--- config.mk ---
export PLATFORM = sky130hd
export DESIGN_NAME = l1_cache_ctrl_wb
export DESIGN_NICKNAME = d
export VERILOG_FILES = /design/src/rtl/l1_cache_ctrl_wb.sv
export SDC_FILE = /design/constraint.sdc
export NUM_CORES = 2
export LEC_CHECK = 0
export BUFFER_PORTS_ARGS = -buffer_cell sky130_fd_sc_hd__buf_4
export CAP_MARGIN = 10
export CORE_ASPECT_RATIO = 1.75
export CORE_UTILIZATION = 55
export CTS_CLUSTER_DIAMETER = 80
export DETAILED_ROUTE_END_ITERATION = 6
export PLACE_DENSITY = 0.74
export RECOVER_POWER = 50
export SLEW_MARGIN = 20
export SYNTH_ARGS = -nofsm -noshare
export SYNTH_HDL_FRONTEND = slang
export SYNTH_SLANG_ARGS = --single-unit
--- constraint.sdc ---
create_clock -name clk -period 5.18 [get_ports clk]
set_input_delay 0.518 -clock clk [delete_from_list [all_inputs] [get_ports clk]]
set_output_delay 0.518 -clock clk [all_outputs]
set_load 0.02 [all_outputs]
--- src/rtl/l1_cache_ctrl_wb.sv ---
// L1 cache controller, one word per line, 1- or 2-way, write-back + write-allocate.
// Define L1_CACHE_STATS_EN to add saturating hit/miss/writeback counters.
module l1_cache_ctrl_wb #(
  parameter int ADDR_WIDTH = 32,
  parameter int DATA_WIDTH = 32,
  parameter int NUM_SETS   = 16,
  parameter int NUM_WAYS   = 2
) (
  input  logic                  clk,
  input  logic                  reset,
  input  logic                  cpu_req_valid,
  output logic                  cpu_req_ready,
  input  logic                  cpu_req_op,
  input  logic [ADDR_WIDTH-1:0] cpu_req_addr,
  input  logic [DATA_WIDTH-1:0] cpu_write_data,
  output logic                  cpu_resp_valid,
  output logic [DATA_WIDTH-1:0] cpu_read_data,
  output logic                  mem_req_valid,
  input  logic                  mem_req_ready,
  output logic                  mem_req_we,
  output logic [ADDR_WIDTH-1:0] mem_req_addr,
  output logic [DATA_WIDTH-1:0] mem_req_wdata,
  input  logic                  mem_resp_valid,
  input  logic [DATA_WIDTH-1:0] mem_resp_rdata
`ifdef L1_CACHE_STATS_EN
  ,
  output logic [31:0]           stat_hits,
  output logic [31:0]           stat_misses,
  output logic [31:0]           stat_writebacks
`endif
);
  localparam int OFF_W = $clog2(DATA_WIDTH / 8);
  localparam int IDX_W = $clog2(NUM_SETS);
  localparam int TAG_W = ADDR_WIDTH - OFF_W - IDX_W;

  typedef enum logic [2:0] {IDLE, LOOKUP, WRITEBACK, REFILL_REQ, REFILL_WAIT, RESPOND} state_t;
  state_t state, state_nxt;

  logic [NUM_WAYS-1:0]   valid [NUM_SETS];
  logic [NUM_WAYS-1:0]   dirty [NUM_SETS];
  logic [NUM_SETS-1:0]   lru;  // per set: the way to evict when both are valid
  logic [TAG_W-1:0]      tags  [NUM_SETS][NUM_WAYS];
  logic [DATA_WIDTH-1:0] lines [NUM_SETS][NUM_WAYS];

  logic                  op_r, victim_r;
  logic [TAG_W-1:0]      tag_r;
  logic [IDX_W-1:0]      idx_r;
  logic [DATA_WIDTH-1:0] wdata_r, rsp_r;
  logic                  hit, hit_way, victim, victim_dirty, fill;
  logic [ADDR_WIDTH-1:0] unused_addr;

  assign unused_addr  = cpu_req_addr;  // offset bits are intentionally dropped
  assign fill         = (state == REFILL_WAIT) && mem_resp_valid;
  assign victim_dirty = valid[idx_r][victim] && dirty[idx_r][victim];

  always_comb begin
    hit     = 1'b0;
    hit_way = 1'b0;
    for (int w = 0; w < NUM_WAYS; w++)
      if (valid[idx_r][w] && tags[idx_r][w] == tag_r) begin
        hit     = 1'b1;
        hit_way = 1'(w);
      end
    // lowest-numbered invalid way wins, otherwise the LRU way
    victim = (NUM_WAYS == 2) ? lru[idx_r] : 1'b0;
    for (int w = NUM_WAYS - 1; w >= 0; w--)
      if (!valid[idx_r][w]) victim = 1'(w);
  end

  always_ff @(posedge clk) begin
    if (reset) state <= IDLE;
    else       state <= state_nxt;
  end

  always_comb begin
    state_nxt      = state;
    cpu_req_ready  = reset || (state == IDLE);
    cpu_resp_valid = 1'b0;
    cpu_read_data  = reset ? '0 : rsp_r;
    mem_req_valid  = 1'b0;
    mem_req_we     = 1'b0;
    mem_req_addr   = '0;
    mem_req_wdata  = '0;
    unique case (state)
      IDLE:        if (cpu_req_valid) state_nxt = LOOKUP;
      LOOKUP: begin
        if (hit)               state_nxt = RESPOND;
        else if (victim_dirty) state_nxt = WRITEBACK;
        else                   state_nxt = REFILL_REQ;
      end
      WRITEBACK: begin
        mem_req_valid = !reset;
        mem_req_we    = !reset;
        mem_req_addr  = reset ? '0 : ADDR_WIDTH'({tags[idx_r][victim_r], idx_r}) << OFF_W;
        mem_req_wdata = reset ? '0 : lines[idx_r][victim_r];
        if (mem_req_ready) state_nxt = REFILL_REQ;
      end
      REFILL_REQ: begin
        mem_req_valid = !reset;
        mem_req_addr  = reset ? '0 : ADDR_WIDTH'({tag_r, idx_r}) << OFF_W;
        if (mem_req_ready) state_nxt = REFILL_WAIT;
      end
      REFILL_WAIT: if (mem_resp_valid) state_nxt = RESPOND;
      RESPOND: begin
        cpu_resp_valid = !reset;
        state_nxt      = IDLE;
      end
      default:     state_nxt = IDLE;
    endcase
  end

  always_ff @(posedge clk) begin
    if (reset) begin
      for (int s = 0; s < NUM_SETS; s++) begin
        valid[s] <= '0;
        dirty[s] <= '0;
      end
      lru      <= '0;
      op_r     <= 1'b0;
      victim_r <= 1'b0;
      tag_r    <= '0;
      idx_r    <= '0;
      wdata_r  <= '0;
      rsp_r    <= '0;
    end else begin
      if (state == IDLE && cpu_req_valid) begin
        op_r    <= cpu_req_op;
        tag_r   <= cpu_req_addr[ADDR_WIDTH-1 -: TAG_W];
        idx_r   <= cpu_req_addr[OFF_W +: IDX_W];
        wdata_r <= cpu_write_data;
      end
      if (state == LOOKUP) begin
        victim_r <= victim;
        if (hit) begin
          rsp_r <= op_r ? wdata_r : lines[idx_r][hit_way];
          if (op_r) dirty[idx_r][hit_way] <= 1'b1;
          if (NUM_WAYS == 2) lru[idx_r] <= ~hit_way;
        end
      end
      if (fill) begin
        valid[idx_r][victim_r] <= 1'b1;
        dirty[idx_r][victim_r] <= op_r;
        if (NUM_WAYS == 2) lru[idx_r] <= ~victim_r;
        rsp_r <= op_r ? wdata_r : mem_resp_rdata;
      end
    end
  end

  // tag/data arrays carry no reset; valid bits qualify them
  always_ff @(posedge clk) begin
    if (!reset) begin
      if (state == LOOKUP && hit && op_r) lines[idx_r][hit_way] <= wdata_r;
      if (fill) begin
        tags[idx_r][victim_r]  <= tag_r;
        lines[idx_r][victim_r] <= op_r ? wdata_r : mem_resp_rdata;
      end
    end
  end

`ifdef L1_CACHE_STATS_EN
  always_ff @(posedge clk) begin
    if (reset) begin
      stat_hits       <= '0;
      stat_misses     <= '0;
      stat_writebacks <= '0;
    end else begin
      if (state == LOOKUP && hit && stat_hits != '1)    stat_hits   <= stat_hits + 32'd1;
      if (state == LOOKUP && !hit && stat_misses != '1) stat_misses <= stat_misses + 32'd1;
      if (state == WRITEBACK && mem_req_ready && stat_writebacks != '1)
        stat_writebacks <= stat_writebacks + 32'd1;
    end
  end
`endif
endmodule
# Yosys cells after proc, flatten, opt, wreduce, memory -nomap -nowiden
# Memory sizes are Yosys's and may differ from the RTL's. A register that Yosys moved wholly into a read port is not among the register bits.
# Index checks and enable logic that the tools add are counted.
# totals
register_bits	115
latchBits	0
ram_bits	1920
rom_bits	0
input_bits	102
output_inout_bits	100
n_memories	4
# classes
addsub	0
n_mul	0
div_mod_pow	0
n_lt_le_gt_ge	11
n_eq_ne	11
shifts	0
n_mux	154
bitwise	70
reduce_logical	22
# memory_table
name	depth	word_bits	rd	rd_clocked_by_memory_dff	wr	line	rtl
lines	16	64	1	1	1	43	logic [DATA_WIDTH-1:0] lines [NUM_SETS][NUM_WAYS];
tags	16	52	1	1	1	42	logic [TAG_W-1:0] tags [NUM_SETS][NUM_WAYS];
dirty	16	2	1	1	16	40	logic [NUM_WAYS-1:0] dirty [NUM_SETS];
valid	16	2	1	1	16	39	logic [NUM_WAYS-1:0] valid [NUM_SETS];
# ops
operator	count
$mux W32	18
$mux W64	2
$mux W26	4
$mux W1	93
$or A1 B1 Y1	66
$demux W32 S1	2
$mux W16	4
$pmux W32 S2	1
$eq A26 B26 Y1	2
$mux W52	1
$mux W4	10
$bwmux W16	2
$demux W26 S1	1
$mux W3	5
$pmux W3 S5	1
$logic_and A1 B1 Y1	12
$mux W2	6
$ne A2 B2 Y1 const B	4
$eq A3 B2 Y1 const B	2
$eq A3 B3 Y1 const B	2
$lt A1 B2 Y1 const B	3
$reduce_or A2 Y1	3
$lt A4 B5 Y1 const B	1
$bmux W1 S4	1
other kinds (15)	22

# Longest topological paths before layout
# depth
ltp_word	11
mapped_depth	18
ltp_nobuf	10

# Least setup slack after synthesis
# Ideal clock, no wire load.
# synth_timing
path_type	register to register
startpoint	register (tool-made name)
endpoint	memory lines[0][0] in the netlist's numbering, enable pin
setup_ps	421
arrival_time_ps	4974
path_slack_ps	-215
stages_incl_launch_ff	14
path_buffers	4
period_less_slack_ps	5395
cell_sequence	dfxtp_1 > buf_6 > buf_6 > buf_4 > mux4_2 > a22oi_1 > nand2_1 > xor2_1 > or4_1 > nor4_4 > nand2_2 > o21a_1 > clkbuf_1 > nor2_1
# synth_rtl
element	line
end, declared	43

==> impl_metrics.csv <==
group,metric,value,unit
hold_path,min_path_cells,3,
pwr,p_comb_share,10.7,%
run_status,status,"finished, violations left",
die,rows,187,
yosys,syn_inst,4310,
setup_path,regToRegStartpoint,"state[0]",
setup_path,crit_type,"flip-flop to flip-flop",
timing,slew_viol_final,755,
die,die_w,294,um
placed_design,port_buffers,197,
yosys,syn_area,0.0819,mm2
timing,hold_violations,0,
pwr,power_density,383,mW/mm2
setup_path,r2r_setup_slack,0.07,ns
die,die-height,512,um
placed_design,pre_cts_slack,-0.168,ns
final_layout,mostFrequentLayoutCell,"edfxtp_1",
setup_path,worstPathArrival,5.78,ns
global_route,antenna_found_initial,5,
setup_path,timing.critical_path.from_type,"flip-flop",
yosys,synth_edf_count,1888,
clock_network,path_clk_slew,0.07,ns
timing,setup_ws,0.0652,ns
clock_network,cts_buffers,175,
drt,wl_per_cell,32.5,um
global_route,gr-usage-all-layers,30.0,%
yosys,synth_flop_cell,"edfxtp_1",
placed_design,place_area,0.0879,mm2
final_layout,fillers,9930,
setup_path,crit_start,"state[0]",
pwr,power_frac_clock,38.1,%
yosys,ys_ff_latch,2039,
drt,viasPerCell,6.62,
pwr,internal_power,0.0274,W
final_layout,drive_gt1_share,27.4,%
die,ioPinCount,202,
final_layout,nets,4811,
drt,drt_wl_total,222000,um
timing,setup_viol,0,
clock_network,cts_buffer_depth,3,
pwr,swShare,23.9,%
timing,worst_slew_pin_slew,2.94,ns
drt,first_pass_iters,5,
yosys,synth_cell_types,78,
pwr,p_leak,30.3,nW
clock_network,clkLatencyLatePin,0.85,ns
drt,ant_nets,0,
global_route,grt_pass1_wl,318000,um
placed_design,dp_hpwl,138000,um
pwr,p_seq_share,51.2,%
drt,drcViolationCount,0,
clock_network,cts_tree,"yes",
setup_path,r2r_cells,5,
yosys,synthArstFlopShare,0,%
timing,finalCritPeriodShare,98.7,%
clock_network,h-tree-depth,4,
timing,clock.fmax,196,MHz
setup_path,crit_fanout,42,
yosys,synth_warnings,0,
timing,hold_slack,0.0306,ns
setup_path,crit_path_end_kind,"flip-flop",
timing,timing.slew.headroom,-95.8,%
timing,post-route-min-period,5.11,ns
global_route,grt_overflow,0,
global_route,grt_start_max_net_pins,137,
clock_network,clockRootBuffer,"clkbuf_16",
placed_design,gp_congestion,0.935,
final_layout,area_delta_synth_final,14.9,%
final_layout,final_cell_mix,"edfxtp_1, mux4_2, nand2_1, buf_4, clkbuf_16",
timing,rsz0062_at_grt,"no",
setup_path,cp_data_required_time,5.85,ns
drt,num_vias,45299,
run_status,violations,"max-capacitance violations, max-slew violations",
timing,clock_skew,0.0379,ns
clock_network,cts.sinks,2039,
hold_path,hold_path.class,"input port to flip-flop",
final_layout,final_cell_area,0.0941,mm2
pwr,p_switching,0.00862,W
die,die_area,0.150,mm2
yosys,syn_avg_cell_area,19.0,um2
global_route,grt_pass1_vias,46017,
yosys,synth_seq_area_share,72.9,%
drt,drt_iter0_markers,5548,
run,drv_cap,32,
die,coreArea,0.148,mm2
pwr,ir_worst_vdd,0.000387,V
die,initial_core_util,55.3,%
through the flow:
step	utilization (%)	total power, W	setup TNS (ns)	std cells
floorplan	-	0.0211	-72.51	4311
global placement	59.3	0.0225	-6.11	6456
detailed placement	59.3	0.0225	-62.82	6456
CTS	63.8	0.0361	0	6842
global route	63.5	0.0369	0	6844
finish	63.5	0.0360	0	6845
routing by layer:
layer / GRT usage, % / share of wire (%) / vias to the layer above
met5: 0 / 0.010 / -
met4: 16.3 / 6.3 / 4
met3: 5.41 / 9.4 / 732
li1: - / - / 18316
met1: 35.5 / 33 / 23254
met2: 51.8 / 52 / 2993
area by class of cell:
type                    instances  area, um2  area share [%]
diodes                          2       5.00         0.00532
clock buffers                 216       4640            4.94
repair buffers                494       4620            4.91
well taps                    1984       2480            2.64
clock inverters               111       1370            1.46
multi-input cells            1982      21200            22.5
inverters                      17       68.8          0.0731
flip-flops and latches       2039      59700            63.5
power groups by stage:
stage / logic [W] / registers, W / clock network [W]
after global routing: 0.00402 / 0.0184 / 0.0144
after floorplan: 0.00235 / 0.0188 / 0
after detailed placement: 0.00373 / 0.0188 / 0
after CTS: 0.00382 / 0.0184 / 0.0138
after global placement: 0.00368 / 0.0188 / 0
final: 0.00384 / 0.0185 / 0.0137
worst min-delay path by stage:
stage	start	endpoint
after floorplan	valid[10][0]	valid[10][0]
after global routing	cpu_req_addr[30]	tag_r[24]
after CTS	cpu_write_data[7]	wdata_r[7]
after global placement	valid[6][0]	valid[6][0]
final	cpu_req_addr[30]	tag_r[24]
after detailed placement	valid[4][0]	valid[4][0]
timing repair:
item | 4_1_cts | 5_1_grt
resized for setup | 7 | 4
hold endpoints to repair | 57 | 0
setup buffers | 0 | 1
gates cloned | 2 | 0
endpoints found under the setup margin | 880 | 251
hold buffers | 57 | 0
critical path: stages, from the launching register on:
cell	delay, ns
dfxtp_1	0.32
buf_4	0.27
nor3_1	0.83
and2_0	2.23
nand2_1	0.66
a21oi_1	0.60
flip-flops by register name, summed over array words and instances, names as in the netlist, 3 cells and up, named ones only:
name / cells
lines: 1024
tags: 832
valid: 32
rsp_r: 32
dirty: 32
wdata_r: 32
idx_r: 4
state: 3
lru: 16
tag_r: 26
Yosys cell counts (21+ instances only):
master	instances	area share, %
buf_4	24	0.22
edfxtp_1	1888	69
o21ai_0	60	0.37
nor3_1	27	0.17
nor2_1	182	0.83
clkbuf_1	148	0.68
nand2b_1	30	0.23
a21o_1	44	0.40
buf_1	37	0.17
nand2_1	313	1.4
xnor2_1	21	0.22
xor2_1	22	0.24
and3_1	21	0.16
nand3_1	29	0.18
a22oi_1	46	0.42
mux2i_1	114	1.4
dfxtp_1	151	3.7
mux4_2	518	14
a211oi_1	21	0.19
a21oi_1	167	1.0
mux2_2	84	1.2
nor2b_1	47	0.36
buf_2	43	0.26
kinds of logic after synthesis:
group,share of synthesized area (%)
flip-flops,72.9
AND/OR/NAND/NOR,4.07
multiplexers,16.8
AO/OA/AOI/OAI,4.02
buffers and inverters,1.70
XOR/XNOR,0.480
other,0.00458
No activity file was read; power rests on OpenSTA's default activity.
